**config.mk**
```make
export PLATFORM = sky130hd
export DESIGN_NAME = ext_pipe
export DESIGN_NICKNAME = d
export VERILOG_FILES = /design/src/rtl/ext_pkg.sv /design/src/rtl/ext_fifo2.sv /design/src/rtl/ext_pipe.sv
export SDC_FILE = /design/constraint.sdc
export NUM_CORES = 1
export LEC_CHECK = 0
export BUFFER_PORTS_ARGS = -buffer_cell sky130_fd_sc_hd__buf_2
export CELL_PAD_IN_SITES_DETAIL_PLACEMENT = 0
export CELL_PAD_IN_SITES_GLOBAL_PLACEMENT = 1
export CORE_MARGIN = 2
export CORE_UTILIZATION = 35
export DETAILED_ROUTE_END_ITERATION = 8
export PLACE_DENSITY = 0.73
export SYNTH_ARGS = -nofsm -noshare
export SYNTH_HDL_FRONTEND = slang
export SYNTH_HIERARCHICAL = 1
export SYNTH_SLANG_ARGS = --single-unit
```
**constraint.sdc**
```tcl
create_clock -name clk -period 2.53 [get_ports clk]
set_input_delay 0.253 -clock clk [delete_from_list [all_inputs] [get_ports clk]]
set_output_delay 0.253 -clock clk [all_outputs]
set_load 0.02 [all_outputs]
```
**src/rtl/ext_pkg.sv**
```systemverilog
// Shared definitions for the immediate-extension pipe: op encodings and op width.
package ext_pkg;

  localparam int EXT_OP_W = 3;

  typedef enum logic [EXT_OP_W-1:0] {
    EXT_SIGN    = 3'b000,
    EXT_ZERO    = 3'b001,
    EXT_UPPER   = 3'b010,
    EXT_SIGN_SH = 3'b011,
    EXT_ZERO_SH = 3'b100
  } ext_op_e;

  // Encodings above EXT_ZERO_SH have no defined extension.
  function automatic logic ext_op_reserved(input logic [EXT_OP_W-1:0] op);
    return (op > EXT_ZERO_SH);
  endfunction

endpackage

```
**src/rtl/ext_fifo2.sv**
```systemverilog
// Generic 2-entry in-order buffer; entry 0 is always the head.
module ext_fifo2 #(
  parameter int W = 8
) (
  input  logic         clk,
  input  logic         reset_n,
  input  logic         flush,
  input  logic         push,
  input  logic         pop,
  input  logic [W-1:0] wdata,
  output logic [W-1:0] rdata,
  output logic [1:0]   count
);

  logic [W-1:0] e0_q, e0_d, e1_q, e1_d;
  logic [1:0]   cnt_q, cnt_d;
  logic         wr, rd;

  // A write into a full buffer is only legal when the head leaves the same cycle.
  assign wr = push && ((cnt_q != 2'd2) || pop);
  assign rd = pop && (cnt_q != 2'd0);

  always_comb begin
    e0_d  = e0_q;
    e1_d  = e1_q;
    cnt_d = cnt_q;
    if (flush) begin
      cnt_d = 2'd0;
    end else begin
      case ({wr, rd})
        2'b10: begin
          if (cnt_q == 2'd0) e0_d = wdata;
          else               e1_d = wdata;
          cnt_d = cnt_q + 2'd1;
        end
        2'b01: begin
          e0_d  = e1_q;
          cnt_d = cnt_q - 2'd1;
        end
        2'b11: begin
          if (cnt_q == 2'd1) begin
            e0_d = wdata;
          end else begin
            e0_d = e1_q;
            e1_d = wdata;
          end
        end
        default: ;
      endcase
    end
  end

  always_ff @(posedge clk or negedge reset_n) begin
    if (!reset_n) begin
      e0_q  <= '0;
      e1_q  <= '0;
      cnt_q <= 2'd0;
    end else begin
      e0_q  <= e0_d;
      e1_q  <= e1_d;
      cnt_q <= cnt_d;
    end
  end

  assign rdata = e0_q;
  assign count = cnt_q;

endmodule

```
**src/rtl/ext_pipe.sv**
```systemverilog
// Pipelined immediate-extension unit with a 2-entry output buffer.
// Optional reserved-op counter enabled by defining EXT_ERR_CNT_EN.
module ext_pipe
  import ext_pkg::*;
#(
  parameter int IN_W  = 16,
  parameter int OUT_W = 32,
  parameter int SHIFT = 2
) (
  input  logic                clk,
  input  logic                reset_n,
  input  logic                flush,
  input  logic                in_valid,
  output logic                in_ready,
  input  logic [IN_W-1:0]     in_imm,
  input  logic [EXT_OP_W-1:0] in_op,
  output logic                out_valid,
  input  logic                out_ready,
  output logic [OUT_W-1:0]    out_data,
  output logic                out_err,
  output logic [15:0]         err_cnt
);

  generate
    if (OUT_W < IN_W + SHIFT) begin : g_bad_width
      $error("ext_pipe: OUT_W must be >= IN_W + SHIFT");
    end
  endgenerate

  logic signed [IN_W-1:0] imm_s;
  logic [OUT_W-1:0]       sext, zext, ext_data;
  logic                   ext_err;
  logic                   accept, deliver;
  logic [1:0]             count;
  logic [OUT_W:0]         head;

  assign imm_s = $signed(in_imm);
  assign sext  = OUT_W'(imm_s);
  assign zext  = OUT_W'(in_imm);

  always_comb begin
    ext_data = '0;
    ext_err  = 1'b0;
    case (in_op)
      EXT_SIGN:    ext_data = sext;
      EXT_ZERO:    ext_data = zext;
      EXT_UPPER:   ext_data = zext << (OUT_W - IN_W);
      EXT_SIGN_SH: ext_data = sext << SHIFT;
      EXT_ZERO_SH: ext_data = zext << SHIFT;
      default:     ext_err  = 1'b1;
    endcase
  end

  // in_ready depends on the registered count only, so out_ready never reaches decode.
  assign in_ready  = (count != 2'd2);
  assign out_valid = (count != 2'd0);
  assign accept    = in_valid && in_ready;
  assign deliver   = out_valid && out_ready;

  ext_fifo2 #(.W(OUT_W + 1)) u_buf (
    .clk     (clk),
    .reset_n (reset_n),
    .flush   (flush),
    .push    (accept),
    .pop     (deliver),
    .wdata   ({ext_err, ext_data}),
    .rdata   (head),
    .count   (count)
  );

  assign out_err  = head[OUT_W];
  assign out_data = head[OUT_W-1:0];

`ifdef EXT_ERR_CNT_EN
  logic [15:0] err_cnt_q, err_cnt_d;

  always_comb begin
    err_cnt_d = err_cnt_q;
    if (accept && ext_op_reserved(in_op) && (err_cnt_q != 16'hFFFF))
      err_cnt_d = err_cnt_q + 16'd1;
  end

  always_ff @(posedge clk or negedge reset_n) begin
    if (!reset_n) err_cnt_q <= 16'd0;
    else          err_cnt_q <= err_cnt_d;
  end

  assign err_cnt = err_cnt_q;
`else
  assign err_cnt = 16'd0;
`endif

endmodule

```
==> results.sh <==
export IMPL_outcome="completed"
export IMPL_pre_cts_slack_ns=0.175
export IMPL_rr_worst_depth=6
export IMPL_total_leakage_power_nw=2.46
export IMPL_r2r_start="u_buf/count[1]$_DFFE_PN0P_"
export IMPL_grt_pass1_vias=2655
export IMPL_report_final_slew_viol_count=0
export IMPL_diodes=0
export IMPL_start_util=0.355
export IMPL_routed_via_density=4.94
export IMPL_final_cell_mix="68 x dfrtp_1, 58 x buf_2, 48 x mux2i_1"
export IMPL_required_ns=2.75
export IMPL_crit_path_max_incr_delay_ns=0.51
export IMPL_fin_skew_ns=0.00321
export IMPL_cp_arrival_ns=2.57
export IMPL_crit_family="simple AND/OR/NAND/NOR gates"
export IMPL_clk_pin_slew_ns=0.06
export IMPL_setup_viol_count_final=0
export IMPL_layout_min_cycle_time_ns=2.35
export IMPL_die_w_um=111
export IMPL_grt_max_degree=37
export IMPL_cp_slowest_cell="buf_4"
export IMPL_cts_buffers=9
export IMPL_dieArea_sq_um=12300
export IMPL_r2r_end="u_buf/e1_q[22]$_DFFE_PN0P_"
export IMPL_vdd_ir_drop_worst_mv=0.305
export IMPL_gp_congestion=0.794
export IMPL_hold_buffers=1
export IMPL_final_common_cell="dfrtp_1"
export IMPL_finalCritPeriodShare=0.928
export IMPL_cp_start_kind="flop"
export IMPL_floorplan_rows=39
export IMPL_async_reset_ff_frac=1.00
export IMPL_cts_buffer_depth=2
export IMPL_grt_total_usage=0.143
export IMPL_coreArea_sq_um=11300
export IMPL_power_density_nw_per_um2=993
export IMPL_r2r_slack_ns=0.18
export IMPL_synth_cell_area_sq_um=4000
export IMPL_slew_limit_headroom=0.596
export IMPL_syn2layout_area_growth_pct=14.6
export IMPL_yosys_warnings=6
export IMPL_maxCapViolations=0
export IMPL_clock_root_buffer="clkbuf_16"
export IMPL_fmax_mhz=426
export IMPL_hold_viol_final=0
export IMPL_cts_sinks=68
export IMPL_avgSynthCellArea_sq_um=11.4
export IMPL_yosysSeqAreaShare=0.425
export IMPL_wl_mm=8.53
export IMPL_drt_antenna_violating_nets=0
export IMPL_cts_htree_levels=3
export IMPL_antenna_found_initial=0
export IMPL_synth_cell_types=40
export IMPL_drt_iter0_drc=149
export IMPL_wire_per_inst_um=15.6
export IMPL_tns_ns=0
export IMPL_path_class="flop to flop"
export IMPL_insertion_delay_ns=0.33
export IMPL_numPortBuffers=58
export IMPL_io_pins=75
export IMPL_cts_setup_buffers=0
export IMPL_synthFlopType="dfrtp_1"
export IMPL_synthCells=352
export IMPL_vias=2702
export IMPL_hold_path_class="primary input to flop"
export IMPL_synth_edf_count=0
export IMPL_endpoint_kind="flop"
export IMPL_setup_ws_ns=0.182
export IMPL_fp_dieH_um=111
export IMPL_drive_gt1_frac=0.317
export IMPL_fin_nets=426
export IMPL_overflow=0
export IMPL_synth_seq_cells=68
export IMPL_rsz0062_at_grt="false"
export IMPL_drc=0
export IMPL_tightest_slew_ns=0.607
export IMPL_hold_end="u_buf/count[1]$_DFFE_PN0P_"
export IMPL_hold_depth=3
export IMPL_drt_first_pass_iters=4
export IMPL_hold_start="flush"
export IMPL_cp_cell_sequence="or2_2, and2_1, mux2i_1, nand4_4, buf_4, mux2_2"
export IMPL_grt_pass1_wl_mm=14.0
export IMPL_critPathMaxFanout=33
export IMPL_cts_resized=0
export IMPL_dpl_hpwl_mm=6.04
export IMPL_crit_buf_inv=1
export IMPL_cts_tree="yes"
==> routing by layer <==
layer,up-vias,global-route usage,wire length [um]
li1,1328,-,-
met1,1306,0.193,4160
met2,57,0.218,3860
met3,11,0.0377,369
met4,0,0.0550,144
met5,-,0,0
==> synth_stat cells, types with 7 or more instances <==
cell type  count  area share
dfrtp_1       68        0.43
mux2i_1       48        0.12
o21ai_0       46       0.058
nand2_1       35       0.033
mux2_4        30        0.11
buf_4         17       0.032
a221o_1       13       0.033
buf_6         12       0.034
buf_2          9       0.011
and4bb_2       7       0.022
inv_1          7      0.0066
nor4bb_1       7       0.018
==> final cells by class <==
cell class	instances	area [sq um]
fill	1091	6690
inverter	7	26.3
sequential	68	1700
clock inverter	7	76.3
clock buffer	9	225
multi-input combinational	246	2000
tap	143	179
timing repair buffer	67	373
==> stage by stage <==
step / utilization / instances / total power [mW] / cell area (sq um) / hold WS [ns]
after global routing: 0.407 / 547 / 4.85 / 4590 / 0.233
final: 0.407 / 547 / 4.55 / 4590 / 0.214
after CTS: 0.407 / 547 / 4.60 / 4590 / 0.207
after floorplan: - / 367 / 2.89 / 4060 / -0.0426
after detailed placement: 0.379 / 530 / 3.32 / 4270 / 0.280
after global placement: 0.379 / 530 / 3.28 / 4270 / 0.278
==> kinds of logic after synthesis <==
kind of cell	count (synthesis)	share of synthesized area
buf+inv	53	0.0922
compound gates	73	0.115
fa+ha+maj	3	0.00938
flops	68	0.425
other cells	1	0.000937
mux	82	0.244
simple gates	72	0.114
==> where the power goes <==
part           leakage (nW)  total (mW)  internal (mW)  switching [mW]
clock network         0.142        1.26          0.767           0.493
logic                  1.42        1.58          0.692           0.890
registers             0.896        1.71           1.49           0.219
total                  2.46        4.55           2.95            1.60
==> flip-flops by register name (all words and copies together) (netlist names) <==
register     cells
u_buf/e1_q      33
u_buf/rdata     33
u_buf/count      2
==> worst register-to-register path, cell delays in order (launching register included) <==
cell and delay [ns]:
dfrtp_1 0.42, or2_2 0.31, and2_1 0.26, mux2i_1 0.20, nand4_4 0.12, buf_4 0.51, mux2_2 0.42
==> how the worst max path moves through the flow <==
stage | end | slack (ns) | from | cells past startpoint
6_report | u_buf/e1_q[22]$_DFFE_PN0P_ | 0.18 | u_buf/count[1]$_DFFE_PN0P_ | 6
5_1_grt | u_buf/e1_q[22]$_DFFE_PN0P_ | 0.07 | u_buf/count[1]$_DFFE_PN0P_ | 6
4_1_cts | u_buf/e1_q[22]$_DFFE_PN0P_ | 0.17 | u_buf/count[1]$_DFFE_PN0P_ | 6
3_5_place_dp | u_buf/e1_q[22]$_DFFE_PN0P_ | 0.18 | u_buf/count[1]$_DFFE_PN0P_ | 6
3_3_place_gp | u_buf/e1_q[22]$_DFFE_PN0P_ | 0.26 | u_buf/count[1]$_DFFE_PN0P_ | 6
2_1_floorplan | u_buf/e1_q[0]$_DFFE_PN0P_ | 0.46 | u_buf/count[1]$_DFFE_PN0P_ | 7
Power figures use the tool's default switching activity.
